[src/rtl/reset_sequencer.sv]
// reset_sequencer: lock-filtered, strictly in-order release of NUM_STAGES reset domains.
// Define RST_SEQ_TIMEOUT_EN to compile in the stage_done timeout and FAULT state.
module reset_sequencer #(
    parameter int NUM_STAGES   = 4,
    parameter int STAGE_DELAY  = 256,
    parameter int LOCK_FILTER  = 16,
    parameter int DONE_TIMEOUT = 65535
) (
    input  logic                  sys_aclk,
    input  logic                  sys_areset,
    input  logic                  mmcm_locked,
    input  logic [NUM_STAGES-1:0] stage_done,
    input  logic                  sw_rst_req,
    output logic [NUM_STAGES-1:0] stage_aresetn,
    output logic                  all_ready,
    output logic                  timeout_err,
    output logic [2:0]            err_stage,
    output logic [2:0]            seq_state
);
    typedef enum logic [2:0] {
        WAIT_LOCK = 3'd0,
        FILTER    = 3'd1,
        RELEASE   = 3'd2,
        SETTLE    = 3'd3,
        WAIT_DONE = 3'd4,
        READY     = 3'd5,
        FAULT     = 3'd6
    } state_e;

    if (NUM_STAGES < 1 || NUM_STAGES > 8 || STAGE_DELAY < 1 || STAGE_DELAY > 65535 ||
        LOCK_FILTER < 1 || LOCK_FILTER > 255 || DONE_TIMEOUT < 1 || DONE_TIMEOUT > 65535) begin : g_bad_param
        $error("reset_sequencer: parameter out of range");
    end

    localparam logic [15:0] FILTER_LAST = 16'(LOCK_FILTER - 1);
    localparam logic [15:0] SETTLE_LAST = 16'(STAGE_DELAY - 1);
    localparam logic [2:0]  IDX_LAST    = 3'(NUM_STAGES - 1);

    logic                  lock_s1_q, lock_q;
    logic [NUM_STAGES-1:0] done_s1_q, done_q;
    state_e                state_q;
    logic [2:0]            idx_q;
    logic [15:0]           cnt_q, cnt_inc;
    logic [NUM_STAGES-1:0] rstn_q, sel;
    logic                  ready_q, done_hit, abort, to_hit;

    always_ff @(posedge sys_aclk) begin
        if (sys_areset) begin
            lock_s1_q <= 1'b0;
            lock_q    <= 1'b0;
            done_s1_q <= '0;
            done_q    <= '0;
        end else begin
            lock_s1_q <= mmcm_locked;
            lock_q    <= lock_s1_q;
            done_s1_q <= stage_done;
            done_q    <= done_s1_q;
        end
    end

    assign sel      = NUM_STAGES'(1) << idx_q;
    assign done_hit = |(done_q & sel);
    assign cnt_inc  = (&cnt_q) ? cnt_q : cnt_q + 16'd1;
    // Lock loss in WAIT_LOCK is already the idle condition, so treating it as abort there is harmless.
    assign abort    = sw_rst_req || !lock_q;

`ifdef RST_SEQ_TIMEOUT_EN
    localparam logic [15:0] TIMEOUT_LAST = 16'(DONE_TIMEOUT - 1);
    logic       terr_q;
    logic [2:0] err_stage_q;
    assign to_hit = !abort && state_q == WAIT_DONE && !done_hit && cnt_q == TIMEOUT_LAST;
    always_ff @(posedge sys_aclk) begin
        if (sys_areset) begin
            terr_q      <= 1'b0;
            err_stage_q <= '0;
        end else if (to_hit) begin
            terr_q      <= 1'b1;
            err_stage_q <= idx_q;
        end
    end
    assign timeout_err = terr_q;
    assign err_stage   = err_stage_q;
`else
    assign to_hit      = 1'b0;
    assign timeout_err = 1'b0;
    assign err_stage   = 3'd0;
`endif

    always_ff @(posedge sys_aclk) begin
        if (sys_areset || abort) begin
            state_q <= WAIT_LOCK;
            idx_q   <= '0;
            cnt_q   <= '0;
            rstn_q  <= '0;
            ready_q <= 1'b0;
        end else begin
            case (state_q)
                WAIT_LOCK: begin
                    state_q <= FILTER;
                    cnt_q   <= '0;
                end
                FILTER: begin
                    state_q <= (cnt_q == FILTER_LAST) ? RELEASE : FILTER;
                    cnt_q   <= (cnt_q == FILTER_LAST) ? 16'd0 : cnt_inc;
                end
                RELEASE: begin
                    rstn_q  <= rstn_q | sel;
                    state_q <= SETTLE;
                    cnt_q   <= '0;
                end
                SETTLE: begin
                    state_q <= (cnt_q == SETTLE_LAST) ? WAIT_DONE : SETTLE;
                    cnt_q   <= (cnt_q == SETTLE_LAST) ? 16'd0 : cnt_inc;
                end
                WAIT_DONE: begin
                    if (done_hit) begin
                        cnt_q   <= '0;
                        state_q <= (idx_q == IDX_LAST) ? READY : RELEASE;
                        ready_q <= (idx_q == IDX_LAST);
                        idx_q   <= (idx_q == IDX_LAST) ? idx_q : idx_q + 3'd1;
                    end else if (to_hit) begin
                        cnt_q   <= '0;
                        state_q <= FAULT;
                        rstn_q  <= '0;
                    end else begin
                        cnt_q <= cnt_inc;
                    end
                end
                READY: ready_q <= 1'b1;
                default: rstn_q <= '0;
            endcase
        end
    end

    assign stage_aresetn = rstn_q;
    assign all_ready     = ready_q;
    assign seq_state     = state_q;
endmodule

[config.mk]
export PLATFORM = sky130hd
export DESIGN_NAME = reset_sequencer
export DESIGN_NICKNAME = d
export VERILOG_FILES = /design/src/rtl/reset_sequencer.sv
export SDC_FILE = /design/constraint.sdc
export NUM_CORES = 1
export LEC_CHECK = 0
export BUFFER_PORTS_ARGS = -buffer_cell sky130_fd_sc_hd__buf_4
export CORE_UTILIZATION = 40
export CTS_BUF_LIST = sky130_fd_sc_hd__clkbuf_2 sky130_fd_sc_hd__clkbuf_4 sky130_fd_sc_hd__clkbuf_8
export CTS_CLUSTER_SIZE = 25
export DETAILED_ROUTE_END_ITERATION = 10
export PLACE_DENSITY_LB_ADDON = 0.1
export SLEW_MARGIN = 30
export SYNTH_ARGS = -nofsm -noshare
export SYNTH_HDL_FRONTEND = slang
export SYNTH_SLANG_ARGS = --single-unit
[constraint.sdc]
create_clock -name sys_aclk -period 2.2 [get_ports sys_aclk]
set_input_delay 0.33 -clock sys_aclk [delete_from_list [all_inputs] [get_ports sys_aclk]]
set_output_delay 0.33 -clock sys_aclk [all_outputs]
set_load 0.01 [all_outputs]
==> impl_metrics.tcl <==
set metrics [dict create \
    drc 0 \
    finalClockSkew_ns 0.00430 \
    gr-usage-all-layers_pct 17.5 \
    setup_violations 0 \
    synthFlopType "dfxtp_1" \
    dp_cells 267 \
    cts-root-buf "clkbuf_8" \
    synthTopCellsByArea "dfxtp_1 42%, xnor2_1 5.5%, ha_1 4.3%" \
    drtIter0Drc 105 \
    p_per_area_nw_per_um2 667 \
    start_kind "flip-flop" \
    h-tree-depth 2 \
    rows 23 \
    irDropWorstVdd_uv 451 \
    cts_max_path_buffers 2 \
    crit_fanout 6 \
    min_period_over_period_pct 96.2 \
    netlist.top_cell.by_area "dfxtp_1" \
    grt_start_max_net_pins 16 \
    final.setup.tns_ns 0 \
    grt-ovfl-total 0 \
    async_reset_ff_share_pct 0 \
    viasPerCell 5.39 \
    synth_top_family_by_area "simple AND/OR/NAND/NOR gates" \
    die-area_sq_um 4660 \
    hpwl_microns 2710 \
    final_nets 239 \
    cap_violations 0 \
    syn-cell-area_sq_um 1760 \
    numClockSinks 37 \
    synth-simple-area-share_pct 29.6 \
    drive_gt1_share_pct 23.9 \
    cts_tree "built" \
    synthMuxAreaShare_pct 1.71 \
    num_io_pins 20 \
    worstHoldPathType "in -> reg" \
    whs_ns 0.242 \
    seq_area_frac_synth_pct 42.2 \
    netlist_instances 198 \
    rsz0062_at_grt "no" \
    antenna_found_initial 0 \
    p_leak_nw 0.753 \
    wl_per_cell_microns 13.4 \
    finalHoldViolCount 0 \
    outcome "finished, final reports clean" \
    fmax_mhz 473 \
    wirelength_microns 3690 \
    die-height_microns 68.3 \
    fp.coreArea_sq_um 4120 \
    cts_inserted_buffers 5 \
    cts_hold_repair.buffers 0 \
    critPathKind "reg -> reg" \
    ant_nets 0 \
    synth_edf_count 0 \
    syn_avg_cell_area_sq_um 8.87 \
    crit_path_end_kind "flip-flop" \
    ys_ff_latch 37 \
    worstMarginPinSlew_ns 0.515 \
    yosysWarningCount 0 \
    relSlewSlack_pct 65.4 \
    clk_pin_slew_ns 0.08 \
    arrival_ns 2.31 \
    synth_xor_area_share_pct 5.48 \
    critPathRequiredTime_ns 2.39 \
    syn_to_final_growth_pct 22.3 \
    via_count 1487 \
    synth_top_area_share_pct 42.2 \
    grt_pass1_wl_microns 5910 \
    fin_crit_ns 2.12 \
    initial_core_util_pct 42.7 \
    grt_pass1_vias 1396 \
    dr.pass1.iters 4 \
    gp_congestion 0.846 \
    synthDistinctLibCells 42 \
    diodes 0 \
    final_cells 276 \
    die_w_microns 68.3 \
    clk_latency_ns 0.29 \
    io_buffers 15 \
    synth_fa_ha_area_share_pct 4.27 \
    synth_compound_area_share_pct 11.4 \
    final_max_slew_viol_count 0 \
]
flip-flops by register name, summed over array words and instances, names as in the netlist:
signal / count
all_ready: 1
cnt_q: 16
done_q: 4
done_s1_q: 4
idx_q: 3
lock_q: 1
lock_s1_q: 1
seq_state: 3
stage_aresetn: 4
layout by cell type, fill, tap and decap left out, drive strengths merged, types with 2 or more instances in the layout:
master  netlist  final
nor2         28     28
inv           7      8
nor2b        12     12
ha            6      6
o22ai         2      2
nand3         9      9
a21oi         8      8
a211oi        2      2
bufinv        0      2
or4           3      3
nor4          9      9
xnor2        11     11
conb          1      4
a31oi         2      2
nand4         5      5
nor3b         3      3
buf           6     28
nor3          6      6
mux2i         3      3
dfxtp        37     37
o21a          2      2
clkbuf        5      5
nand2        11     11
nand2b        3      3
o21ai         5      5
repair_timing:
action,CTS,global route
setup endpoints to repair,0,14
gates resized for setup,0,5
setup buffers,0,1
endpoints found under the hold margin,0,0
report_power, final:
group          internal [mW]  switching (mW)  leakage, nW
Sequential             0.678         0.00244        0.300
Combinational         0.0173          0.0148        0.384
Clock                  0.456           0.264       0.0687
cell type report:
type | count | area (sq um)
inverter | 7 | 26.3
clock buffer | 5 | 68.8
fill | 397 | 1970
sequential | 37 | 741
timing repair buffer | 28 | 210
clock inverter | 3 | 68.8
multi-input combinational | 146 | 971
tap | 50 | 62.6
Yosys cell counts (2+ instances only):
cell type	n
a211oi_1	2
a21oi_1	7
a31oi_1	2
buf_4	4
clkbuf_1	5
dfxtp_1	37
ha_1	6
inv_1	7
mux2i_1	3
nand2_1	11
nand2b_1	3
nand3_1	9
nand4_1	5
nor2_1	18
nor2_2	10
nor2b_1	12
nor3_1	6
nor3b_1	3
nor4_1	7
nor4_2	2
o21a_1	2
o21ai_0	5
o22ai_1	2
or4_1	2
xnor2_1	11
worst max-delay path, stage by stage (launching register included):
cell and delay [ns]:
dfxtp_1 0.37, or4_1 0.63, nor4_4 0.35, o22ai_1 0.16
a21oi_4 0.25, buf_4 0.21, nor2_1 0.06
worst paths after layout:
path,from,to,slack [ns],cells after the start
worst max-delay path,cnt_q[13],cnt_q[4],0.08,6
worst min-delay path,stage_done[0],done_s1_q[0],0.24,2
worst max register to register,cnt_q[13],cnt_q[4],0.08,6
worst min register to register,done_s1_q[2],done_q[2],0.45,1
cells by family after synthesis:
logic type,Yosys count
AOI/OAI and AO/OA,29
xor gates and xnor gates,11
DFF,37
and+or+nand+nor,93
adders and majority gates,6
buffers and inverters,18
muxes,3
other,1
through the flow:
step	total power [mW]	instance area (sq um)	worst slack (ns)	util [%]
3_5_place_dp	0.727	1970	0.0614	47.8
2_1_floorplan	0.717	1770	0.245	-
5_1_grt	1.47	2150	0.0241	52.2
4_1_cts	1.44	2110	0.0460	51.2
6_report	1.43	2150	0.0837	52.2
3_3_place_gp	0.726	1970	0.134	47.8
per-layer routing:
layer,track usage (%),vias up,wire [microns]
li1,-,738,-
met1,21.3,701,1710
met2,27.7,43,1740
met3,5.33,5,173
met4,8.59,0,63
met5,0,-,0
(Power assumes the default switching activity.)
